### config.mk
export PLATFORM = sky130hd
export DESIGN_NAME = pipeline_bp_if_multi_flat
export DESIGN_NICKNAME = d
export VERILOG_FILES = /design/src/rtl/pipeline_bp_if_multi_if.sv /design/src/rtl/pipeline_bp_if_multi.sv /design/src/flat_wrapper.sv
export SDC_FILE = /design/constraint.sdc
export NUM_CORES = 1
export LEC_CHECK = 0
export CAP_MARGIN = 20
export CORE_ASPECT_RATIO = 2
export CORE_UTILIZATION = 43
export CTS_CLUSTER_SIZE = 10
export DETAILED_ROUTE_END_ITERATION = 16
export PLACE_DENSITY = 0.62
export SLEW_MARGIN = 20
export SYNTH_ARGS = -nofsm -noshare
export SYNTH_HDL_FRONTEND = slang
export SYNTH_SLANG_ARGS = --single-unit
### constraint.sdc
create_clock -name i_clk -period 2 [get_ports i_clk]
set_input_delay 0.5 -clock i_clk [delete_from_list [all_inputs] [get_ports i_clk]]
set_output_delay 0.5 -clock i_clk [all_outputs]
set_load 0.05 [all_outputs]
### src/rtl/pipeline_bp_if_multi_if.sv
// Stream bundle: data, valid/ready handshake, packet framing (sop/eop/err/mod) and ctl sideband.
interface if_axi_stream #(
    parameter int DAT_BYTS = 8,
    parameter int CTL_BITS = 8
);
    localparam int DAT_BITS = DAT_BYTS * 8;
    localparam int MOD_BITS = (DAT_BYTS > 1) ? $clog2(DAT_BYTS) : 1;

    logic [DAT_BITS-1:0] dat;
    logic                val;
    logic                rdy;
    logic                sop;
    logic                eop;
    logic                err;
    logic [MOD_BITS-1:0] mod;
    logic [CTL_BITS-1:0] ctl;

    modport sink (input dat, val, sop, eop, err, mod, ctl, output rdy);
    modport src  (output dat, val, sop, eop, err, mod, ctl, input rdy);
endinterface

### src/rtl/pipeline_bp_if_multi.sv
// Chain of skid-buffered register slices with registered ready; every hop breaks both the
// forward (val/data) and backward (rdy) timing paths while sustaining one beat per cycle.
module pipeline_bp_if_multi #(
    parameter int  DAT_BYTS   = 8,
    parameter int  DAT_BITS   = DAT_BYTS * 8,
    parameter int  CTL_BITS   = 8,
    parameter int  NUM_STAGES = 2,
    parameter int  RANDOM_BP  = 0,
    localparam int OCC_W      = (NUM_STAGES > 0) ? $clog2(2 * NUM_STAGES + 1) : 1
) (
    input  logic             i_clk,
    input  logic             i_rst,
    if_axi_stream.sink       i_if,
    if_axi_stream.src        o_if,
    output logic [OCC_W-1:0] o_occ
);
    localparam int MOD_BITS = (DAT_BYTS > 1) ? $clog2(DAT_BYTS) : 1;
    localparam int PAY_W    = 3 + MOD_BITS + CTL_BITS + DAT_BITS;

    logic             bp;
    logic [PAY_W-1:0] in_pay;

    assign in_pay = {i_if.sop, i_if.eop, i_if.err, i_if.mod, i_if.ctl, i_if.dat};

    // Optional pseudo-random stall injection for stress runs; RANDOM_BP=0 ties bp high.
    if (RANDOM_BP > 0) begin : g_bp
        logic [15:0] lfsr_q, lfsr_d;
        logic        bp_q, bp_d;

        always_comb begin
            lfsr_d = {lfsr_q[14:0], lfsr_q[15] ^ lfsr_q[13] ^ lfsr_q[12] ^ lfsr_q[10]};
            bp_d   = ((32'(lfsr_q[7:0]) * 32'd100) >> 8) >= 32'(RANDOM_BP);
        end

        always_ff @(posedge i_clk) begin
            if (i_rst) begin
                lfsr_q <= 16'hACE1;
                bp_q   <= 1'b1;
            end else begin
                lfsr_q <= lfsr_d;
                bp_q   <= bp_d;
            end
        end

        assign bp = bp_q;
    end else begin : g_nobp
        assign bp = 1'b1;
    end

    if (NUM_STAGES == 0) begin : g_pass
        assign o_if.val = i_if.val & bp;
        assign {o_if.sop, o_if.eop, o_if.err, o_if.mod, o_if.ctl, o_if.dat} = in_pay;
        assign i_if.rdy = o_if.rdy & bp;
        assign o_occ    = '0;
    end else begin : g_pipe
        // Index k of each chain vector is the boundary feeding stage k; index NUM_STAGES is o_if.
        logic [NUM_STAGES:0] val_c;
        logic [NUM_STAGES:0] rdy_c;
        logic [PAY_W-1:0]    pay_c [NUM_STAGES+1];
        logic [OCC_W-1:0]    occ_q, occ_d;
        logic                in_xfer, out_xfer;

        assign val_c[0]          = i_if.val & bp;
        assign pay_c[0]          = in_pay;
        assign rdy_c[NUM_STAGES] = o_if.rdy;
        assign i_if.rdy          = rdy_c[0] & bp;

        for (genvar k = 0; k < NUM_STAGES; k++) begin : g_stage
            logic [PAY_W-1:0] m_q, m_d, s_q, s_d;
            logic             m_val_q, m_val_d, s_val_q, s_val_d, rdy_q;
            logic             in_x, acc;

            assign in_x = val_c[k] & rdy_c[k];
            assign acc  = m_val_q & rdy_c[k+1];

            always_comb begin
                m_d     = m_q;
                m_val_d = m_val_q;
                s_d     = s_q;
                s_val_d = s_val_q;
                if (!m_val_q || acc) begin
                    if (s_val_q) begin
                        m_d     = s_q;
                        m_val_d = 1'b1;
                        if (in_x) begin
                            s_d = pay_c[k];
                        end else begin
                            s_val_d = 1'b0;
                        end
                    end else begin
                        m_val_d = in_x;
                        if (in_x) begin
                            m_d = pay_c[k];
                        end
                    end
                end else if (in_x) begin
                    // Main is stalled; the beat already in flight lands in the skid slot.
                    s_d     = pay_c[k];
                    s_val_d = 1'b1;
                end
            end

            always_ff @(posedge i_clk) begin
                if (i_rst) begin
                    m_q     <= '0;
                    s_q     <= '0;
                    m_val_q <= 1'b0;
                    s_val_q <= 1'b0;
                    rdy_q   <= 1'b0;
                end else begin
                    m_q     <= m_d;
                    s_q     <= s_d;
                    m_val_q <= m_val_d;
                    s_val_q <= s_val_d;
                    rdy_q   <= ~s_val_d;
                end
            end

            assign rdy_c[k]   = rdy_q;
            assign val_c[k+1] = m_val_q;
            assign pay_c[k+1] = m_q;
        end

        assign in_xfer  = val_c[0] & rdy_c[0];
        assign out_xfer = val_c[NUM_STAGES] & rdy_c[NUM_STAGES];

        always_comb begin
            occ_d = occ_q;
            if (in_xfer && !out_xfer) begin
                occ_d = occ_q + 1'b1;
            end else if (!in_xfer && out_xfer) begin
                occ_d = occ_q - 1'b1;
            end
        end

        always_ff @(posedge i_clk) begin
            if (i_rst) begin
                occ_q <= '0;
            end else begin
                occ_q <= occ_d;
            end
        end

        assign o_if.val = val_c[NUM_STAGES];
        assign {o_if.sop, o_if.eop, o_if.err, o_if.mod, o_if.ctl, o_if.dat} = pay_c[NUM_STAGES];
        assign o_occ    = occ_q;
    end
endmodule

### src/flat_wrapper.sv
// flat-port wrapper written by rule: the top's interface ports become plain ports
module pipeline_bp_if_multi_flat 
#(
    parameter int  DAT_BYTS   = 8,
    parameter int  DAT_BITS   = DAT_BYTS * 8,
    parameter int  CTL_BITS   = 8,
    parameter int  NUM_STAGES = 2,
    parameter int  RANDOM_BP  = 0,
    localparam int OCC_W      = (NUM_STAGES > 0) ? $clog2(2 * NUM_STAGES + 1) : 1
)
  (i_clk, i_rst, o_occ, i_if_dat, i_if_val, i_if_sop, i_if_eop, i_if_err, i_if_mod, i_if_ctl, i_if_rdy, o_if_dat, o_if_val, o_if_sop, o_if_eop, o_if_err, o_if_mod, o_if_ctl, o_if_rdy);
  if_axi_stream #(.DAT_BYTS(DAT_BYTS), .CTL_BITS(CTL_BITS)) i_if_i ();
  if_axi_stream #(.DAT_BYTS(DAT_BYTS), .CTL_BITS(CTL_BITS)) o_if_i ();
  input  logic i_clk;
  input  logic i_rst;
  output logic [OCC_W-1:0] o_occ;
  input wire logic [$bits(i_if_i.dat)-1:0] i_if_dat;
  input wire logic [$bits(i_if_i.val)-1:0] i_if_val;
  input wire logic [$bits(i_if_i.sop)-1:0] i_if_sop;
  input wire logic [$bits(i_if_i.eop)-1:0] i_if_eop;
  input wire logic [$bits(i_if_i.err)-1:0] i_if_err;
  input wire logic [$bits(i_if_i.mod)-1:0] i_if_mod;
  input wire logic [$bits(i_if_i.ctl)-1:0] i_if_ctl;
  output wire logic [$bits(i_if_i.rdy)-1:0] i_if_rdy;
  output wire logic [$bits(o_if_i.dat)-1:0] o_if_dat;
  output wire logic [$bits(o_if_i.val)-1:0] o_if_val;
  output wire logic [$bits(o_if_i.sop)-1:0] o_if_sop;
  output wire logic [$bits(o_if_i.eop)-1:0] o_if_eop;
  output wire logic [$bits(o_if_i.err)-1:0] o_if_err;
  output wire logic [$bits(o_if_i.mod)-1:0] o_if_mod;
  output wire logic [$bits(o_if_i.ctl)-1:0] o_if_ctl;
  input wire logic [$bits(o_if_i.rdy)-1:0] o_if_rdy;
  assign i_if_i.dat = i_if_dat;
  assign i_if_i.val = i_if_val;
  assign i_if_i.sop = i_if_sop;
  assign i_if_i.eop = i_if_eop;
  assign i_if_i.err = i_if_err;
  assign i_if_i.mod = i_if_mod;
  assign i_if_i.ctl = i_if_ctl;
  assign i_if_rdy = i_if_i.rdy;
  assign o_if_dat = o_if_i.dat;
  assign o_if_val = o_if_i.val;
  assign o_if_sop = o_if_i.sop;
  assign o_if_eop = o_if_i.eop;
  assign o_if_err = o_if_i.err;
  assign o_if_mod = o_if_i.mod;
  assign o_if_ctl = o_if_i.ctl;
  assign o_if_i.rdy = o_if_rdy;
  pipeline_bp_if_multi #(.DAT_BYTS(DAT_BYTS), .DAT_BITS(DAT_BITS), .CTL_BITS(CTL_BITS), .NUM_STAGES(NUM_STAGES), .RANDOM_BP(RANDOM_BP)) u_core (.i_clk(i_clk), .i_rst(i_rst), .i_if(i_if_i), .o_if(o_if_i), .o_occ(o_occ));
endmodule
Word-level counts from Yosys, hierarchy flattened
Index checks and enable logic that the tools add are counted.

cells by class
  reductions and logical operators = 13
  bitwise gates (word level) = 5
  mux-type cells = 22
  equality and inequality tests = 2
  $add $sub $neg = 2

operator list
  cell                   count
  $mux W78               10
  $mux W1                10
  $mux W3                2
  $reduce_bool A2 Y1     3
  $logic_not A1 Y1       4
  $ne A2 B1 Y1 const B   2
  $reduce_and A2 Y1      2
  $add A3 B1 Y3 const B  1
  $and A1 B1 Y1          3
  $sub A3 B1 Y3 const B  1
  $logic_and A1 B1 Y1    2
  $logic_or A1 B1 Y1     2
  $not A1 Y1             2

word-level totals
  output and inout port bits = 83
  logic and storage cells = 55
  register bits after elaboration = 321
  bits of input ports = 82

Longest topological paths before layout
  word-level depth = 5
  mapped depth = 7
  depth with buffers taken out = 7

Least setup slack after synthesis
No wires, ideal clock.

  kind = register to register
  start = register u_core.g_pipe.g_stage[0].rdy_q, in the netlist u_core.i_if.rdy
  end = register u_core.g_pipe.occ_q[2], in the netlist u_core.o_occ[2]
  arrival = 2028 ps
  required time = 1929 ps
  clock period less this slack = 2098 ps
  stages on the path, launching flop included = 8
  path slack = -98 ps
  setup time = 71 ps
  buffers on the path = 0
  path through = dfxtp_1 -> and2_1 -> ha_1 -> inv_1 -> fa_1 -> xor2_1 -> or3_1 -> a21oi_1

on the way
  cells in the longest elaborated chain, start to end = 4
  elaborated cells on any way between the ends = 6
  classes of those cells = mux: 1; bitwise: 1; reduce/logical: 4

RTL lines
  element                       line                         source
  start: declaration            pipeline_bp_if_multi.sv:70   logic m_val_q, m_val_d, s_val_q, s_val_d, rdy_q;
  start signal: assignment      pipeline_bp_if_multi.sv:115  rdy_q <= ~s_val_d;
  $and A1 B1 Y1 (*)             pipeline_bp_if_multi.sv:124  assign in_xfer = val_c[0] & rdy_c[0];
  $logic_not A1 Y1              pipeline_bp_if_multi.sv:131  end else if (!in_xfer && out_xfer) begin
  $logic_and A1 B1 Y1           pipeline_bp_if_multi.sv:131
  $reduce_bool A2 Y1 (no line)  -
  end signal: assignment        pipeline_bp_if_multi.sv:138  occ_q <= '0;
  end signal: assignment        pipeline_bp_if_multi.sv:140  occ_q <= occ_d;
  end: declaration              pipeline_bp_if_multi.sv:60   logic [OCC_W-1:0] occ_q, occ_d;

Mark *: on every way between the ends. The rest lies on a longest branch, timed or not.
A chain may end at the register's enable or synchronous reset.

Final worst setup path
  start = register u_core.g_pipe.g_stage[1].m_q[33]
  end = output port o_if_dat[33]

RTL lines
  element                   line                         source
  start: declaration        pipeline_bp_if_multi.sv:69   logic [PAY_W-1:0] m_q, m_d, s_q, s_d;
  start signal: assignment  pipeline_bp_if_multi.sv:111  m_q <= m_d;
  end: declaration          flat_wrapper.sv:25           output wire logic [$bits(o_if_i.dat)-1:0] o_if_dat;

No word-level cell between the ends.

==> key figures <==
Run status
  – Status: completed

Yosys
  – Yosys warning total: 0
  – Post-synth top area share: 44.6%
  – Syn nets: 1515
  – Main synth FF type: dfxtp_1
  – #FFs+latches synth: 321
  – Synth area leaders: dfxtp_1 45%, mux2i_1 22%, nand2b_1 14%
  – Leading area contributor after synthesis: dfxtp_1
  – Mapped Cells: 1431
  – Synth unique cells: 28
  – Syn Std Cell Area: 14400 um^2
  – Syn avg cell area: 10.1 um^2
  – Async SR Flop Fraction: 0%
  – Post-synth EDFFs: 0
  – Register area share after synthesis: 44.6%

STA
  – Final Hold Vio Count: 0
  – Slew @ Worst Pin: 539 ps
  – Fin crit share: 96.2%
  – Max Fclk: 520 MHz
  – Period minus WS final: 1920 ps
  – Count of pins over their slew limit: 0
  – Slew headroom: 64.1%
  – WHS: 429 ps
  – Final Skew: 17.9 ps
  – Unrepaired setup endpoints after global routing: no
  – Post-route setup slack: 75.5 ps
  – Setup_tns: 0 ps
  – Number of setup violations in the final report: 0

Global route
  – Largest net degree at the start of global routing: 71
  – Wire length of the first global-routing pass: 57700 um
  – Vias in the first global route: 10800
  – Global Route Usage Sum: 21.1%
  – Global route overflow: 0
  – Initial antenna violation count: 2

Cells and area
  – Nets: 1638
  – Share of cells above drive strength 1: 10.0%
  – Area grow syn2layout: 23.1%
  – Layout filler cell count: 3057
  – Design Area, Final: 17700 um^2
  – Register area: 6430 um^2
  – Multi-input combinational cell area: 7390 um^2

Floorplanning
  – Area of the core: 32900 um^2
  – Site Rows: 94
  – Die area: 34300 um^2
  – Initial Util: 43.8%
  – Boundary pin count: 165
  – Die height: 261 um
  – Die X: 131 um

Clock tree
  – Total CTS buffers: 38
  – Setup bufs post-CTS: 0
  – Clock insertion delay at the later pin of the skew report: 540 ps
  – Clock-pin slew on the worst setup and hold paths: 60 ps
  – CTS HTree Levels: 2
  – Max Root-Sink Buffers: 3
  – Clock root buffer master: clkbuf_16
  – CTS sink count: 321
  – CTS hold repair buffers: 0
  – CTS tree: built

Run
  – Max-cap violations: 0

Setup path
  – Worst Reg-to-Reg Cells: 7
  – Startpoint types: flip-flop
  – Critical path cell sequence: dlygate4sd2_1
  – Max stage delay cell, worst path: dlygate4sd2_1
  – CP Class: flip-flop to primary output
  – Critical path buffers and inverters: 1
  – Slowest stage delay, CP: 540 ps
  – Cell family with most CP delay: buffers and inverters
  – Worst R2R End: u_core.o_occ[2]
  – Peak fanout along the critical path: 2
  – R2R Setup Slk: 170 ps
  – WP data required: 1500 ps
  – Worst R2R Start: u_core.i_if.rdy
  – Critical path endpoint category: primary output
  – Worst EP arrival: 1420 ps

Drt
  – Vias/cell: 5.34
  – Routed WL per cell: 18.1 um
  – DRC viols: 0
  – Wirelength, routed: 36100 um
  – Via count: 10600
  – Post-route ant nets: 0
  – First-pass detailed-route iteration total: 6
  – Drt initial violations: 422

Placement
  – HPWL Detailed: 23000 um
  – Area post-placement: 16800 um^2
  – IO Port Bufs: 164
  – Dpl ws: -536 ps
  – Gp weighted congestion: 0.745

Hold path
  – Tightest Hold Check Type: input pin to flip-flop
  – Hold_sp: i_if_val
  – Worst hold endpoint: u_core.i_if.rdy
  – Hold Crit Depth: 4

Pwr
  – Pwr Density: 805 nW/um^2
  – VDD IR-drop max: 0.548 mV
  – Static Leak: 0.00643 uW
## through the flow
stage | total power [uW] | utilization [%] | std cells
6_report | 14300 | 53.9 | 1992
5_1_grt | 14800 | 53.9 | 1992
4_1_cts | 14500 | 53.8 | 1991
3_5_place_dp | 8470 | 50.9 | 1946
3_3_place_gp | 8450 | 50.9 | 1946
2_1_floorplan | 7820 | - | 1431
## cell families (layout without fill, tap and decap cells)
| kind of cell | Yosys count | after routing | synth area share (%) |
|---|---|---|---|
| muxes | 313 | 313 | 21.7 |
| buffers and inverters | 141 | 269 | 4.48 |
| DFF | 321 | 321 | 44.6 |
| xor gates and xnor gates | 2 | 2 | 0.122 |
| adders and majority gates | 2 | 2 | 0.226 |
| other | 0 | 1 | 0 |
| and+or+nand+nor | 407 | 407 | 17.5 |
| AOI/OAI and AO/OA | 245 | 245 | 11.3 |
## sequential cells by signal, summed over array words and instances, names as in the netlist
name                           count
u_core.g_pipe.g_stage.m_q        156
u_core.g_pipe.g_stage.s_val_q      2
u_core.o_occ                       3
u_core.g_pipe.g_stage.rdy_q        1
u_core.g_pipe.g_stage.m_val_q      1
u_core.g_pipe.g_stage.s_q        156
u_core.i_if.rdy                    1
u_core.o_if.val                    1
## Yosys cell counts (all sizes together), types with 2 or more instances
cell    count
dfxtp     321
a21oi      85
nor2b       4
mux2i     313
o21bai     78
a211oi     78
nor2        6
nor4       78
nand2b    314
xor2        2
clkbuf     88
buf        52
nand3       2
## report_power, final
part / switching (uW) / internal [uW] / total (uW)
combinational: 908 / 680 / 1590
sequential: 118 / 6590 / 6710
clock: 2570 / 3400 / 5970
## layout make-up
type | instances | area share, %
Multi-Input combinational cell | 969 | 41.7
Clock inverter | 4 | 0.240
Timing Repair Buffer | 223 | 13.3
Inverter | 1 | 0.0212
Tap cell | 432 | 3.05
Antenna cell | 1 | 0.0141
Sequential cell | 321 | 36.3
Clock buffer | 41 | 5.43
## what timing repair did
action                                  in CTS  in global routing
resized for setup                           39                  1
cloned                                       0                  0
endpoints found under the setup margin      39                  1
pin swaps                                    0                  0
## cells in the final DEF, fill, tap and decap left out, types with 2 or more instances in the layout
cell type,Yosys,routed
dfxtp_1,321,318
mux2i_1,313,313
nand2b_1,314,313
a21oi_1,84,84
clkdlybuf4s50_1,0,79
a211oi_1,78,78
nor4_1,78,78
o21bai_1,78,78
buf_4,11,69
dlygate4sd2_1,0,39
clkbuf_16,0,38
buf_12,0,34
nor2_1,6,4
nor2b_1,4,3
inv_6,0,3
clkbuf_1,87,3
nor2_4,0,2
xor2_1,2,2
nand3_1,2,2
dfxtp_4,0,2
## worst register-to-register path, delay by kind of cell (launching register included)
family | cells | cell delay [ps]
XOR/XNOR | 1 | 160
AO/OA/AOI/OAI | 1 | 150
AND/OR/NAND/NOR | 2 | 490
buffers and inverters | 1 | 60
adder cells (fa/ha/maj) | 2 | 540
flip-flops | 1 | 370
## per-layer routing
layer,vias to the layer above,global-route usage (%),part of all wire (%)
met1,5119,22.8,41
met5,-,0,0.047
li1,5257,-,-
met4,2,8.79,3.5
met2,197,39.9,52
met3,64,3.71,3.9
## how the worst max path moves through the flow
| stage | depth (start not counted) | slack [ps] | from | endpoint |
|---|---|---|---|---|
| 3_5_place_dp | 8 | -540 | i_if_val | u_core.o_occ[2] |
| 5_1_grt | 1 | 20 | u_core.g_pipe.g_stage[1].m_q[33] | o_if_dat[33] |
| 3_3_place_gp | 8 | -500 | i_if_val | u_core.o_occ[2] |
| 4_1_cts | 8 | 30 | i_if_val | u_core.o_occ[2] |
| 6_report | 1 | 80 | u_core.g_pipe.g_stage[1].m_q[33] | o_if_dat[33] |
| 2_1_floorplan | 7 | 90 | u_core.i_if.rdy | u_core.o_occ[2] |
No activity file was read; power rests on OpenSTA's default activity.
